### src/rtl/cpu_ctrl_pkg.sv
// Shared encodings for the multi-cycle RV32I control sequencer.
// Also holds the opcode-to-class decode used by both dispatch and output decode.
package cpu_ctrl_pkg;

  typedef enum logic [2:0] {
    ST_IDLE   = 3'd0,
    ST_FETCH  = 3'd1,
    ST_DECODE = 3'd2,
    ST_EXEC   = 3'd3,
    ST_MEM    = 3'd4,
    ST_WB     = 3'd5,
    ST_TRAP   = 3'd6
  } state_e;

  typedef enum logic [3:0] {
    CLS_R      = 4'd0,
    CLS_I      = 4'd1,
    CLS_LUI    = 4'd2,
    CLS_AUIPC  = 4'd3,
    CLS_JAL    = 4'd4,
    CLS_JALR   = 4'd5,
    CLS_LOAD   = 4'd6,
    CLS_STORE  = 4'd7,
    CLS_BRANCH = 4'd8,
    CLS_BAD    = 4'd9
  } instr_class_e;

  localparam logic [6:0] OP_R      = 7'b0110011;
  localparam logic [6:0] OP_I      = 7'b0010011;
  localparam logic [6:0] OP_LUI    = 7'b0110111;
  localparam logic [6:0] OP_AUIPC  = 7'b0010111;
  localparam logic [6:0] OP_JAL    = 7'b1101111;
  localparam logic [6:0] OP_JALR   = 7'b1100111;
  localparam logic [6:0] OP_LOAD   = 7'b0000011;
  localparam logic [6:0] OP_STORE  = 7'b0100011;
  localparam logic [6:0] OP_BRANCH = 7'b1100011;

  localparam logic [1:0] PC_PLUS4  = 2'b00;
  localparam logic [1:0] PC_TARGET = 2'b01;
  localparam logic [1:0] PC_JALR   = 2'b10;

  localparam logic [1:0] SRC_A_PC   = 2'b00;
  localparam logic [1:0] SRC_A_RS1  = 2'b01;
  localparam logic [1:0] SRC_A_ZERO = 2'b10;

  localparam logic [1:0] SRC_B_RS2  = 2'b00;
  localparam logic [1:0] SRC_B_IMM  = 2'b01;
  localparam logic [1:0] SRC_B_FOUR = 2'b10;

  localparam logic [1:0] ALU_ADD   = 2'b00;
  localparam logic [1:0] ALU_CMP   = 2'b01;
  localparam logic [1:0] ALU_FUNCT = 2'b10;

  localparam logic [1:0] WB_ALU = 2'b00;
  localparam logic [1:0] WB_MEM = 2'b01;
  localparam logic [1:0] WB_PC4 = 2'b10;

  function automatic instr_class_e decode_class(input logic [6:0] opcode);
    instr_class_e cls;
    case (opcode)
      OP_R:      cls = CLS_R;
      OP_I:      cls = CLS_I;
      OP_LUI:    cls = CLS_LUI;
      OP_AUIPC:  cls = CLS_AUIPC;
      OP_JAL:    cls = CLS_JAL;
      OP_JALR:   cls = CLS_JALR;
      OP_LOAD:   cls = CLS_LOAD;
      OP_STORE:  cls = CLS_STORE;
      OP_BRANCH: cls = CLS_BRANCH;
      default:   cls = CLS_BAD;
    endcase
    return cls;
  endfunction

endpackage

### src/rtl/branch_eval.sv
// Branch resolution from funct3 and the ALU zero flag of the compare.
// BLT/BLTU/BGE/BGEU rely on the compare leaving zero=1 when the "less" result is 0.
module branch_eval
  import cpu_ctrl_pkg::*;
(
  input  logic [2:0] funct3,
  input  logic       zero,
  output logic       taken,
  output logic       bad_funct3
);

  // Combinational taken/illegal decode per branch flavour
  always_comb begin
    taken      = 1'b0;
    bad_funct3 = 1'b0;
    case (funct3)
      3'b000:         taken = zero;
      3'b001:         taken = !zero;
      3'b100, 3'b110: taken = !zero;
      3'b101, 3'b111: taken = zero;
      default:        bad_funct3 = 1'b1;
    endcase
  end

endmodule

### src/rtl/multicycle_sequencer.sv
// Multi-cycle RV32I control FSM: FETCH/DECODE/EXEC/MEM/WB with a timed req/ack memory handshake.
// Strobes are decoded from the state register so reset drops them immediately and ir_we can follow mem_ack.
module multicycle_sequencer
  import cpu_ctrl_pkg::*;
#(
  parameter int ACK_TIMEOUT = 16
) (
  input  logic        clk,
  input  logic        rst,
  input  logic [31:0] instruction,
  input  logic        zero,
  input  logic        mem_ack,
  output logic        mem_req,
  output logic        mem_we,
  output logic        ir_we,
  output logic        pc_we,
  output logic [1:0]  pc_sel,
  output logic [1:0]  alu_src_a,
  output logic [1:0]  alu_src_b,
  output logic [1:0]  alu_op,
  output logic        reg_we,
  output logic [1:0]  wb_sel,
  output logic [2:0]  state_o,
  output logic        illegal,
  output logic        bus_err
);

  localparam int CNT_W = $clog2(ACK_TIMEOUT);

  state_e       state_r;
  logic [CNT_W-1:0] cnt_r;
  logic         illegal_r;
  logic         bus_err_r;
  instr_class_e class_s;
  logic         taken_s;
  logic         bad_funct3_s;
  logic         timeout_s;
  logic         is_store_s;
  logic         unused_bits_s;

  assign class_s       = decode_class(instruction[6:0]);
  assign is_store_s    = (class_s == CLS_STORE);
  assign timeout_s     = mem_req && !mem_ack && (cnt_r == CNT_W'(ACK_TIMEOUT - 1));
  assign unused_bits_s = ^{instruction[31:15], instruction[11:7]};

  branch_eval u_branch_eval (
    .funct3     (instruction[14:12]),
    .zero       (zero),
    .taken      (taken_s),
    .bad_funct3 (bad_funct3_s)
  );

  // State transitions, sticky trap flags and handshake wait counter
  always_ff @(posedge clk or negedge rst) begin
    if (!rst) begin
      state_r   <= ST_IDLE;
      cnt_r     <= '0;
      illegal_r <= 1'b0;
      bus_err_r <= 1'b0;
    end else begin
      case (state_r)
        ST_IDLE: state_r <= ST_FETCH;
        ST_FETCH: begin
          if (mem_ack) begin
            state_r <= ST_DECODE;
          end else if (timeout_s) begin
            state_r   <= ST_TRAP;
            bus_err_r <= 1'b1;
          end else begin
            state_r <= ST_FETCH;
          end
        end
        ST_DECODE: begin
          if (class_s == CLS_BAD) begin
            state_r   <= ST_TRAP;
            illegal_r <= 1'b1;
          end else begin
            state_r <= ST_EXEC;
          end
        end
        ST_EXEC: begin
          case (class_s)
            CLS_LOAD, CLS_STORE: state_r <= ST_MEM;
            CLS_BRANCH: begin
              if (bad_funct3_s) begin
                state_r   <= ST_TRAP;
                illegal_r <= 1'b1;
              end else begin
                state_r <= ST_FETCH;
              end
            end
            CLS_BAD: begin
              state_r   <= ST_TRAP;
              illegal_r <= 1'b1;
            end
            default: state_r <= ST_WB;
          endcase
        end
        ST_MEM: begin
          if (mem_ack) begin
            state_r <= is_store_s ? ST_FETCH : ST_WB;
          end else if (timeout_s) begin
            state_r   <= ST_TRAP;
            bus_err_r <= 1'b1;
          end else begin
            state_r <= ST_MEM;
          end
        end
        ST_WB:   state_r <= ST_FETCH;
        ST_TRAP: state_r <= ST_TRAP;
        default: state_r <= ST_TRAP;
      endcase

      // Any ack, the timeout, or a cycle without a request restarts the wait count
      if (mem_req && !mem_ack && !timeout_s) begin
        cnt_r <= cnt_r + CNT_W'(1);
      end else begin
        cnt_r <= '0;
      end
    end
  end

  // Per-state datapath strobe decode
  always_comb begin
    mem_req   = 1'b0;
    mem_we    = 1'b0;
    ir_we     = 1'b0;
    pc_we     = 1'b0;
    pc_sel    = PC_PLUS4;
    alu_src_a = SRC_A_PC;
    alu_src_b = SRC_B_RS2;
    alu_op    = ALU_ADD;
    reg_we    = 1'b0;
    wb_sel    = WB_ALU;
    case (state_r)
      ST_FETCH: begin
        mem_req = 1'b1;
        ir_we   = mem_ack;
      end
      ST_EXEC: begin
        case (class_s)
          CLS_R: begin
            alu_op    = ALU_FUNCT;
            alu_src_a = SRC_A_RS1;
            alu_src_b = SRC_B_RS2;
          end
          CLS_I: begin
            alu_op    = ALU_FUNCT;
            alu_src_a = SRC_A_RS1;
            alu_src_b = SRC_B_IMM;
          end
          CLS_LUI: begin
            alu_src_a = SRC_A_ZERO;
            alu_src_b = SRC_B_IMM;
          end
          CLS_AUIPC, CLS_JAL: begin
            alu_src_a = SRC_A_PC;
            alu_src_b = SRC_B_IMM;
          end
          CLS_LOAD, CLS_STORE, CLS_JALR: begin
            alu_src_a = SRC_A_RS1;
            alu_src_b = SRC_B_IMM;
          end
          CLS_BRANCH: begin
            alu_op    = ALU_CMP;
            alu_src_a = SRC_A_RS1;
            alu_src_b = SRC_B_RS2;
            pc_we     = !bad_funct3_s;
            pc_sel    = (taken_s && !bad_funct3_s) ? PC_TARGET : PC_PLUS4;
          end
          default: alu_op = ALU_ADD;
        endcase
      end
      ST_MEM: begin
        mem_req = 1'b1;
        mem_we  = is_store_s;
        pc_we   = mem_ack && is_store_s;
      end
      ST_WB: begin
        reg_we = 1'b1;
        pc_we  = 1'b1;
        case (class_s)
          CLS_LOAD: wb_sel = WB_MEM;
          CLS_JAL: begin
            wb_sel = WB_PC4;
            pc_sel = PC_TARGET;
          end
          CLS_JALR: begin
            wb_sel = WB_PC4;
            pc_sel = PC_JALR;
          end
          default: wb_sel = WB_ALU;
        endcase
      end
      default: mem_req = 1'b0;
    endcase
  end

  assign state_o = state_r;
  assign illegal = illegal_r;
  assign bus_err = bus_err_r;

endmodule

### config.mk
export PLATFORM = sky130hd
export DESIGN_NAME = multicycle_sequencer
export DESIGN_NICKNAME = d
export VERILOG_FILES = /design/src/rtl/cpu_ctrl_pkg.sv /design/src/rtl/branch_eval.sv /design/src/rtl/multicycle_sequencer.sv
export SDC_FILE = /design/constraint.sdc
export NUM_CORES = 1
export LEC_CHECK = 0
export CAP_MARGIN = 30
export CORE_MARGIN = 2
export CORE_UTILIZATION = 36
export DETAILED_ROUTE_END_ITERATION = 12
export PLACE_DENSITY = 0.79
export SLEW_MARGIN = 20
export SYNTH_ARGS = -nofsm -noshare
export SYNTH_HDL_FRONTEND = slang
export SYNTH_SLANG_ARGS = --single-unit
### constraint.sdc
create_clock -name clk -period 1.6 [get_ports clk]
set_clock_uncertainty 0.2 [all_clocks]
set_input_delay 0.16 -clock clk [delete_from_list [all_inputs] [get_ports clk]]
set_output_delay 0.16 -clock clk [all_outputs]
set_load 0.005 [all_outputs]
Word level (Yosys, flattened, before mapping)
Index checks and enable logic that the tools add are counted.
- add/subtract/negate cells: 1
- $lt $le $gt $ge: 0
- equality and inequality tests: 32
- multiplexer cells: 34
- multipliers: 0
- divide/modulo/power cells: 0
- bitwise gates (word level): 1
- reduce and logical (&&, ||, !) cells: 24
- shifts and indexed selects: 0
- operators by type and width (operator ; count):
    4-bit case mux with 9 select lines ; 1
    7-bit by 6-bit == test with 1-bit output, second input constant ; 3
    7-bit == test, second input constant ; 3
    2-bit case mux with 2 select lines ; 5
    3-bit == test, second input constant ; 6
    3-bit two-way mux ; 6
    4-bit by 3-bit == test with 1-bit output, second input constant ; 4
    3-bit case mux with 5 select lines ; 1
    7-bit by 5-bit == test with 1-bit output, second input constant ; 2
    4-bit == test, second input constant ; 3
    6-bit OR reduction ; 2
    1-bit two-way mux ; 11
    2-bit OR reduction ; 5
    3-bit case mux with 3 select lines ; 1
    4-bit by 2-bit == test with 1-bit output, second input constant ; 2
    2-bit two-way mux ; 4
    7-bit by 2-bit == test with 1-bit output, second input constant ; 1
    7-bit OR reduction ; 1
    3-bit by 1-bit == test with 1-bit output, second input constant ; 2
    3-bit by 2-bit == test with 1-bit output, second input constant ; 2
    3-bit logical NOT ; 2
    3-bit != test, second input constant ; 2
    1-bit case mux with 2 select lines ; 3
    3-bit OR reduction ; 2
    other kinds (12) ; 18
- bits in latches: 0
- memories: 0
- bits in read-only memories: 0
- RAM bits: 0
- register bits after elaboration: 9
- logic and storage cells: 96
- bits of input ports: 36

Depth between registers and ports, before layout
Gate-level depths: netlist of run 1.
- depth after elaboration: 8
- gate-level depth with buffers: 6

Cells and area by module
A second synthesis of run 1 with hierarchy kept.
- cell total of the unflattened synthesis: 104
- area total of the unflattened synthesis: 868.3 sq um
- modules (own cells, without submodules) (module ; cells each ; times used ; area each (sq um) ; seq. area each (sq um)):
    multicycle_sequencer ; 100 ; 1 ; 838.3 ; 225.2
    branch_eval ; 4 ; 1 ; 30.0 ; 0.0

Worst setup path before layout of run 1
Ideal clock, no wire load.
- path type: reg-to-output
- start: reg state_r[1] (netlist: state_o[1])
- end: out pc_sel[0]
- arrival time: 1.248 ns
- setup slack: -0.008 ns
- required time: 1.240 ns
- stages on the path, launching flop included: 5
- cell sequence: dfrtp_1 inv_1 nand3_1 or3_1 o22ai_1
- longest elaborated chain between the ends: 2
- elaborated cells on any way between the ends: 3
- RTL lines (what ; line ; source):
    start: declaration ; multicycle_sequencer.sv:30 ; state_e state_r;
    start signal: assignment ; multicycle_sequencer.sv:101 ; state_r <= is_store_s ? ST_FETCH : ST_WB;
    3-bit == test / 3-bit by 2-bit == test with 1-bit output (equally long branches) ; multicycle_sequencer.sv:135 ; case (state_r)
    2-bit case mux with 2 select lines (*) ; multicycle_sequencer.sv:135 ;
    end: declaration ; multicycle_sequencer.sv:17 ; output logic [1:0] pc_sel,
Every way passes the cells marked *; elsewhere a longest branch is shown, timed or not.

Worst setup path after layout of run 1
Same ends and word-level chain as after synthesis.

==> results of run 1 <==
-- Yosys cell counts (2+ instances only) --
cell type  number
and3_1          3
o21ai_0         3
o22ai_1         3
nand2_1         8
nor4_1          2
or3_1           2
nand3b_1        2
nand2b_1        4
nor2b_1         2
nor3_1          9
xor2_1          4
nor2_1         15
xnor2_1         2
buf_6           2
dfrtp_1         9
nand4b_1        2
nand3_1         6
inv_1           5
buf_4           4
a21oi_1         4
-- routing by layer --
metal | up-vias | GRT usage [%] | share of wire [%] | wire, um
met1 | 551 | 24.4 | 37 | 1270
met2 | 46 | 48.4 | 57 | 1950
met5 | - | 0 | 0 | 0
li1 | 545 | - | - | -
met3 | 5 | 1.11 | 4.2 | 143
met4 | 0 | 8.97 | 1.1 | 38
-- repair_timing --
action,4_1_cts,5_1_grt
hold endpoints to repair,0,0
buffers inserted,6,8
pin swaps,12,9
endpoints found under the setup margin,25,22
resized for setup,106,38
-- metrics by stage --
stage | power (mW) | TNS (ns) | cells | util, % | hold slack, ns
after floorplan | 0.299 | 0 | 112 | - | -0.336
final | 0.577 | -3.01 | 215 | 76.8 | -0.00586
after global routing | 0.603 | -4.05 | 215 | 76.8 | 0.0361
after detailed placement | 0.372 | -10.69 | 199 | 63.1 | 0.260
after global placement | 0.368 | -9.74 | 199 | 63.1 | 0.241
after CTS | 0.563 | -3.12 | 209 | 71.5 | 0.0106
-- final cells by class --
cell class / count / area, um^2
Sequential cell: 9 / 228
Fill cell: 166 / 528
Timing Repair Buffer: 77 / 617
Clock inverter: 1 / 5.00
Tap cell: 28 / 35.0
Multi-Input combinational cell: 92 / 822
Clock buffer: 3 / 22.5
Inverter: 5 / 18.8
-- power by group through the flow --
| stage | sequential (mW) | clock [mW] | combinational [mW] |
|---|---|---|---|
| floorplan | 0.233 | 0 | 0.0656 |
| global placement | 0.233 | 0 | 0.135 |
| detailed placement | 0.233 | 0 | 0.139 |
| CTS | 0.229 | 0.185 | 0.149 |
| global route | 0.229 | 0.198 | 0.176 |
| finish | 0.229 | 0.183 | 0.166 |
-- worst max-delay path, cell delays in order (launching register included) --
cell and delay [ns]:
dfrtp_2 0.41, inv_2 0.06, nand3_2 0.08, or3_4 0.36, buf_6 0.14, o22ai_1 0.13, buf_2 0.14
-- final timing paths --
kind / slack [ns] / end / from
max in group asynchronous: 0.88 / state_o[1] / rst
worst min register to register: 0.27 / bus_err / bus_err
min in group clk: 0.27 / bus_err / bus_err
worst max register to register: -0.10 / cnt_r[0] / state_o[0]
worst max-delay path: -0.34 / pc_sel[0] / state_o[1]
worst min-delay path: -0.006 / state_o[2] / rst
-- kinds of logic (layout without fill, tap and decap cells) --
group / Yosys count / count (layout) / synth area share, %
xor gates and xnor gates: 6 / 6 / 5.94
adders and majority gates: 1 / 1 / 1.41
DFF: 9 / 9 / 25.5
and+or+nand+nor: 62 / 62 / 39.7
buffers and inverters: 11 / 86 / 8.06
other: 1 / 1 / 0.424
AOI/OAI and AO/OA: 22 / 22 / 19.0
-- cells in the final DEF, fill, tap and decap left out, types with 3 or more instances in the layout --
cell type	count
nor2_1	6
buf_4	36
nor2_4	7
clkdlybuf4s50_1	10
o22ai_1	3
nand2b_4	3
inv_1	3
nand3_1	4
nand2_1	6
xor2_1	4
nor3_2	5
buf_6	11
dfrtp_1	7
buf_2	13
clkdlybuf4s15_1	3
clkbuf_4	3
-- registers in the layout, indices dropped and copies added (netlist names) --
| register | cells |
|---|---|
| bus_err | 1 |
| illegal | 1 |
| cnt_r | 4 |
| state_o | 3 |
==> results.json, run 1 <==
{
  "die_y_um": 53.6,
  "setup_ws_ns": -0.340,
  "power.net_switching_mw": 0.177,
  "place.detailed.hpwl_mm": 2.22,
  "syn_area_um2": 885,
  "ys_seq_area_share_pct": 25.5,
  "p_int_mw": 0.400,
  "final_cell_area_um2": 1750,
  "rows": 17,
  "yosys.area.top_type_share_pct": 25.5,
  "crit_path_end_kind": "primary output",
  "diodes": 0,
  "cts_buffers": 3,
  "layout-drive-gt1-share_pct": 59.9,
  "rsz0062_at_grt": "yes",
  "drc": 0,
  "worstPathRequired_ns": 1.24,
  "syn_to_final_growth_pct": 97.6,
  "grt_pass1_wl_mm": 4.93,
  "pre_cts_slack_ns": -0.860,
  "cts_tree": "yes",
  "grt_max_degree": 10,
  "power_frac_seq_pct": 39.7,
  "firstDrtPassIters": 4,
  "fin_nets": 225,
  "grt_pass1_vias": 1079,
  "timing.final.crit_share_pct": 121,
  "period_minus_slack_ns": 1.94,
  "routedWlPerCell_um": 15.9,
  "fin_hold_ws_ns": -0.00586,
  "async_reset_ff_share_pct": 100,
  "finalHoldViolations": 9,
  "grtUsageTotal_pct": 23.5,
  "yosysUniqueCellTypes": 41,
  "cp_data_arrival_time_ns": 1.58,
  "status": "complete, but fails checks",
  "clock_latency_ns": 0.27,
  "start_kind": "register",
  "clock-root-buffer": "clkbuf_4",
  "gp_congestion": 0.842,
  "synth_top_area_cell": "dfrtp_1",
  "synth_edf_count": 0,
  "cap_violations": 0,
  "drt_iter0_markers": 15,
  "yosysWarningCount": 0,
  "htreeDepth": 1,
  "crit_type": "register to primary output",
  "syn-mean-instance-area_um2": 7.90,
  "dieArea_um2": 2870,
  "synth_nets": 149,
  "num_vias": 1147,
  "violations": "negative hold slack, negative setup slack",
  "start_util_pct": 38.9,
  "core_area_um2": 2280,
  "synth_area_leaders": "dfrtp_1 (25%), nor2_1 (6.4%), nor3_1 (5.1%)",
  "share_comb_of_total_power_pct": 28.7,
  "ir_worst_vdd_v": 0.000340,
  "max_freq_mhz": 515,
  "swShare_pct": 30.7,
  "cts.clk_slew.worst_paths_ns": 0.07,
  "drv_slew": 0,
  "p_leak_nw": 0.781,
  "clock_power_share_pct": 31.6,
  "routed_wl_mm": 3.41,
  "cts_buffer_depth": 2,
  "antenna_left": 0,
  "die_w_um": 53.6,
  "power_density_nw_per_um2": 330,
  "reg2reg_depth": 8,
  "antenna_found_initial": 0,
  "ys.flop_type": "dfrtp_1",
  "crit_fanout": 2,
  "vias_per_cell": 5.33,
  "cts_sinks": 9,
  "port_buffers": 32,
  "grt-ovfl-total": 0,
  "ys_ff_latch": 9,
  "setup_viol": 18,
  "hold_buffers": 0,
  "hp-class": "input pin to async pin",
  "synthCells": 112,
  "placed_area_um2": 1440,
  "io_pins": 56
}
(Power assumes the default switching activity.)
==> inputs of run 2 (changes only) <==
==> constraint.sdc (replaced) <==
create_clock -name clk -period 1.6 [get_ports clk]
set_clock_uncertainty 0.2 [all_clocks]
set_input_delay 0.24 -clock clk [delete_from_list [all_inputs] [get_ports clk]]
set_output_delay 0.24 -clock clk [all_outputs]
set_load 0.005 [all_outputs]
==> run 2 against run 1 <==
  * The run ends with negative setup slack left
  * Worst hold slack improved by 0.078 ns
  * Sequential power about the same
  * Worst setup slack worse by 0.14 ns
  * Die area is the same
  * Fmax decreased by 6.7%
  * Critical path depth unchanged
  * Routed wire length is 29% higher
  * Sequential share of layout area is 1.2 points lower
  * Clock power fell by 4%
  * First-iteration DRC count increased by 47%
  * Sequential cell count unchanged
  * Utilization is 8.6 points higher
  * Largest power group unchanged
  * Highest routed layer unchanged
==> results.json, run 2 (same netlist as run 1, synthesis figures left out) <==
{
  "vias_per_cell": 5.53,
  "htreeDepth": 1,
  "layout-drive-gt1-share_pct": 65.5,
  "cts_buffers": 3,
  "routed_wl_mm": 4.40,
  "num_vias": 1278,
  "violations": "negative setup slack",
  "status": "complete, but fails checks",
  "clock-root-buffer": "clkbuf_4",
  "cpPeakStageDelay_ns": 0.41,
  "p_leak_nw": 0.927,
  "worstPathRequired_ns": 1.16,
  "cp_data_arrival_time_ns": 1.64,
  "layout_commonest_cell": "buf_4",
  "fin_hold_ws_ns": 0.0725,
  "cap_violations": 0,
  "setup_viol": 21,
  "top_register": "cnt_r",
  "drv_slew": 0,
  "max_freq_mhz": 481,
  "rows": 17,
  "ir_worst_vdd_v": 0.000417,
  "clock_latency_ns": 0.26,
  "power_density_nw_per_um2": 316,
  "cts_tree": "yes",
  "diodes": 0,
  "antenna_found_initial": 0,
  "start_kind": "register",
  "grt-ovfl-total": 0,
  "wl_met2_mm": 2.38,
  "hold_buffers": 0,
  "die_y_um": 53.6,
  "crit_path_end_kind": "primary output",
  "timing.final.crit_share_pct": 130,
  "finalHoldViolations": 0,
  "syn_to_final_growth_pct": 120,
  "routedWlPerCell_um": 19.1,
  "gp_congestion": 0.903,
  "dieArea_um2": 2870,
  "cts_buffer_depth": 2,
  "die_w_um": 53.6,
  "setup_ws_ns": -0.479,
  "cts.clk_slew.worst_paths_ns": 0.06,
  "met1_length_mm": 1.63,
  "fin_nets": 241,
  "cts_sinks": 9,
  "wl_met3_um": 165,
  "drt_iter0_markers": 22,
  "utilization_pct": 85.4,
  "io_pins": 56,
  "final_cell_area_um2": 1940,
  "crit_fanout": 3,
  "drc": 0,
  "final_cell_mix": "buf_4 (47), buf_6 (18), buf_2 (14)",
  "place.detailed.hpwl_mm": 2.40,
  "grt_pass1_vias": 1376,
  "rsz0062_at_grt": "yes",
  "placed_area_um2": 1460,
  "grt_pass1_wl_mm": 6.20,
  "core_area_um2": 2280,
  "hp-class": "input pin to async pin",
  "startpoint": "state_o[2]",
  "port_buffers": 32,
  "period_minus_slack_ns": 2.08,
  "firstDrtPassIters": 4,
  "grt_max_degree": 10,
  "crit_slowest_cell": "dfrtp_2",
  "timing.rr.start": "state_o[2]",
  "pre_cts_slack_ns": -1.01,
  "largest_reg_flops": 4,
  "crit_type": "register to primary output",
  "path_cells": "nand2b_4 -> or2_4 -> nor2_4 -> nand4b_1 -> nor2_1 -> buf_2",
  "start_util_pct": 38.9,
  "antenna_left": 0,
  "highest_layer": "met4",
  "grtUsageTotal_pct": 30.1
}
==> run 2: changes by cell type in the layout (fill, tap and decap cells not counted), moves of 2 or more <==
cell | previous run | this run
nor2b_1 | 2 | 0
nor2b_4 | 0 | 2
nor2_2 | 2 | 0
clkdlybuf4s50_1 | 10 | 7
buf_6 | 11 | 18
dlymetal6s2s_1 | 0 | 2
nor2_1 | 6 | 9
clkbuf_2 | 2 | 0
buf_12 | 0 | 2
buf_4 | 36 | 47
clkdlybuf4s15_1 | 3 | 0
==> run 2: final cells by class <==
cell class	count	area, um^2
Inverter	5	21.3
Multi-Input combinational cell	92	845
Clock buffer	4	26.3
Timing Repair Buffer	93	787
Fill cell	135	333
Tap cell	28	35.0
Sequential cell	9	229
==> run 2: critical path, delay by kind of cell, from the launching register on <==
kind                   cells  cell delay, ns
buffers and inverters      1            0.14
DFF                        1            0.41
and+or+nand+nor            5            0.83
==> run 2: path summary, 6_finish.rpt <==
path,cells past startpoint,endpoint,slack (ns)
max,6,alu_src_a[1],-0.48
min,1,cnt_r[2],0.07
max reg2reg,9,cnt_r[3],-0.15
min reg2reg,1,bus_err,0.30
max in group asynchronous,1,state_o[0],0.82
min in group clk,1,bus_err,0.30
==> run 2: through the flow <==
step,power [mW],setup TNS (ns),std cells
floorplan,0.300,-0.0153,112
finish,0.614,-4.76,231
global placement,0.373,-11.79,199
CTS,0.591,-3.92,228
detailed placement,0.379,-12.64,199
global route,0.637,-5.54,231
==> run 2: per-layer routing <==
layer	global-route usage, %	vias to the layer above
met1	29.2	613
met4	20.1	0
met2	58.6	66
li1	-	576
met3	3.33	23
met5	0	-
==> run 2: repair_timing <==
action                     CTS  global route
buffers inserted            28             8
pin swaps                   16            14
resized for setup          135            31
setup endpoints to repair   25            24
==> run 2: report_power, final <==
| part | internal, mW | leakage (nW) | switching (mW) |
|---|---|---|---|
| Combinational | 0.105 | 0.804 | 0.104 |
| Clock | 0.0961 | 0.0150 | 0.0794 |
| Sequential | 0.229 | 0.108 | 0.000634 |
| Total | 0.430 | 0.927 | 0.184 |
==> RTL edit: new RTL, config.mk and constraints of run 1 <==
The parameter `ACK_TIMEOUT` goes from 16 to 8.
--- a/src/rtl/multicycle_sequencer.sv
+++ b/src/rtl/multicycle_sequencer.sv
@@ -3,7 +3,7 @@
 module multicycle_sequencer
   import cpu_ctrl_pkg::*;
 #(
-  parameter int ACK_TIMEOUT = 16
+  parameter int ACK_TIMEOUT = 8
 ) (
   input  logic        clk,
   input  logic        rst,
Behaviour: not the same (Yosys sat finds a counterexample within 10 cycles, from zero or initial values and one cycle with rst low).
==> RTL edit against run 1 <==
  * The run ends with negative setup slack left
  * Design area is 9.6% lower
  * Clock power fell by 20%
  * First-iteration DRC count is 6.7% higher
  * Non-clock buffer count shrank 1
  * Setup slack better by 0.067 ns
  * Wire length decreased by 14%
  * Sequential cell count shrank 1
  * Synthesized area shrank 8.6%
  * Total power is 8.0% lower
  * Largest power group unchanged
  * Highest routed layer unchanged
==> RTL edit: results (changes against run 1) <==
[final_layout]
buf_share_pct = 40.5  ; +5.2 points
clk_share_pct = 1.43  ; -0.15 points
seq_area_um2 = 200  ; -12%
signal_buffers = 76  ; -1.3%
seq-cell-share_pct = 12.7  ; -0.36 points
drive_above_1_share_pct = 54.2  ; -5.7 points
inverters_excl_clock = 6  ; +1
nets = 206  ; -8.4%
final_cells = 194  ; -9.8%
flops_and_latches = 8  ; -1
multiInputGateArea_um2 = 661  ; -20%

[critical_path]
ff2ff_path_depth = 6  ; -2
r2r-start = state_o[2]$_DFF_PN0_
worst-path-max-fanout = 3  ; +1
r2r_slack_ns = -0.19  ; -0.09 ns
reg2reg_to = state_o[2]$_DFF_PN0_
arrival_ns = 1.51  ; -0.07 ns
path_class = reg2out

[cts]
post_cts_buffers = 19  ; +13
cts.clk_slew.worst_paths_ns = 0.05  ; -0.02 ns
clock_latency_ns = 0.25  ; -0.02 ns
hold_buffers = 1  ; +1
cts-resized-gates = 87  ; -18%

[timing]
layout_setup_ws_ns = -0.273  ; +0.0668 ns
finalSetupTns_ns = -3.05  ; -0.0360 ns
fin_hold_ws_ns = 0.280  ; +0.286 ns
setup_viol = 17  ; -1

[synthesis]
synth_compound_area_share_pct = 21.4  ; +2.4 points
synthesis.nets = 132  ; -11%
synth.area.mux_share_pct = 0  ; unchanged
synth_xor_area_share_pct = 4.33  ; -1.6 points
synthTopCellsByArea = dfrtp_1 (25%), buf_6 (4.2%), o21ai_0 (3.7%), a221oi_4 (3.3%), nand2_1 (3.3%)
ys_types = 45  ; +9.8%
synthTopCellsByCount = dfrtp_1 (8), nand2_1 (7), nor2_1 (7)
synthAdderAreaFrac_pct = 3.10  ; +1.7 points
yosysSeqAreaShare_pct = 24.8  ; -0.69 points

[worst_hold_path]
hold_class = reg2reg

[placement]
preCtsSetupSlack_ns = -0.715  ; +0.144 ns
dpl_cell_area_mm2 = 0.00136  ; -5.7%
place_congestion = 0.857  ; +1.8%
hpwl_um = 1950  ; -12%

[global_route]
track_usage_pct = 23.0  ; -0.53 points
grt_pass1_vias = 1003  ; -7.0%
antenna_found_initial = 0  ; unchanged
grt_pass1_wl_um = 4550  ; -7.8%

[routing]
wl_per_cell_um = 15.1  ; -5.0%
drt-pass1-iter-count = 4  ; unchanged
drt-initial-drc-count = 16  ; +1
avgViaCountPerCell = 5.23  ; -1.9%

[run_status]
outcome = finished, violations left
violations = negative setup slack

[power]
ir_drop_uv = 428  ; +26%
p_total_uw = 531  ; -8.0%
clock_power_share_pct = 27.7  ; -3.9 points
switchingPower_uw = 140  ; -21%
comb_power_share_pct = 31.8  ; +3.1 points
p_leak_nw = 0.774  ; -0.83%

## RTL edit: cell count changes in the layout (fill, tap and decap cells not counted), moves of 3 or more
cell and change:
xor2_1 -3, buf_2 -3, nor2_1 -3, inv_1 +3, nor2_4 -4, o21ai_0 +3, dlygate4sd2_1 +7, clkdlybuf4s15_2 +3
nand3_1 -4, nor3_2 -3
## RTL edit: worst max-delay path: stages, from the launching register on
cell and delay, ns:
dfrtp_1 0.37, nand3b_1 0.20, buf_6 0.14, nor4_4 0.20, nand2_2 0.12, o22ai_1 0.11
buf_2 0.13
## RTL edit: cell families after synthesis
family / Yosys count
compound gates: 21
other cells: 1
fa+ha+maj: 2
xor+xnor: 4
flops: 8
simple gates: 45
buf+inv: 13
## RTL edit: per-layer routing
metal / track usage, % / wire length [um]
met5: 0 / 0
met4: 8.77 / 77
met3: 4.09 / 159
met2: 44.4 / 1610
met1: 24.1 / 1080
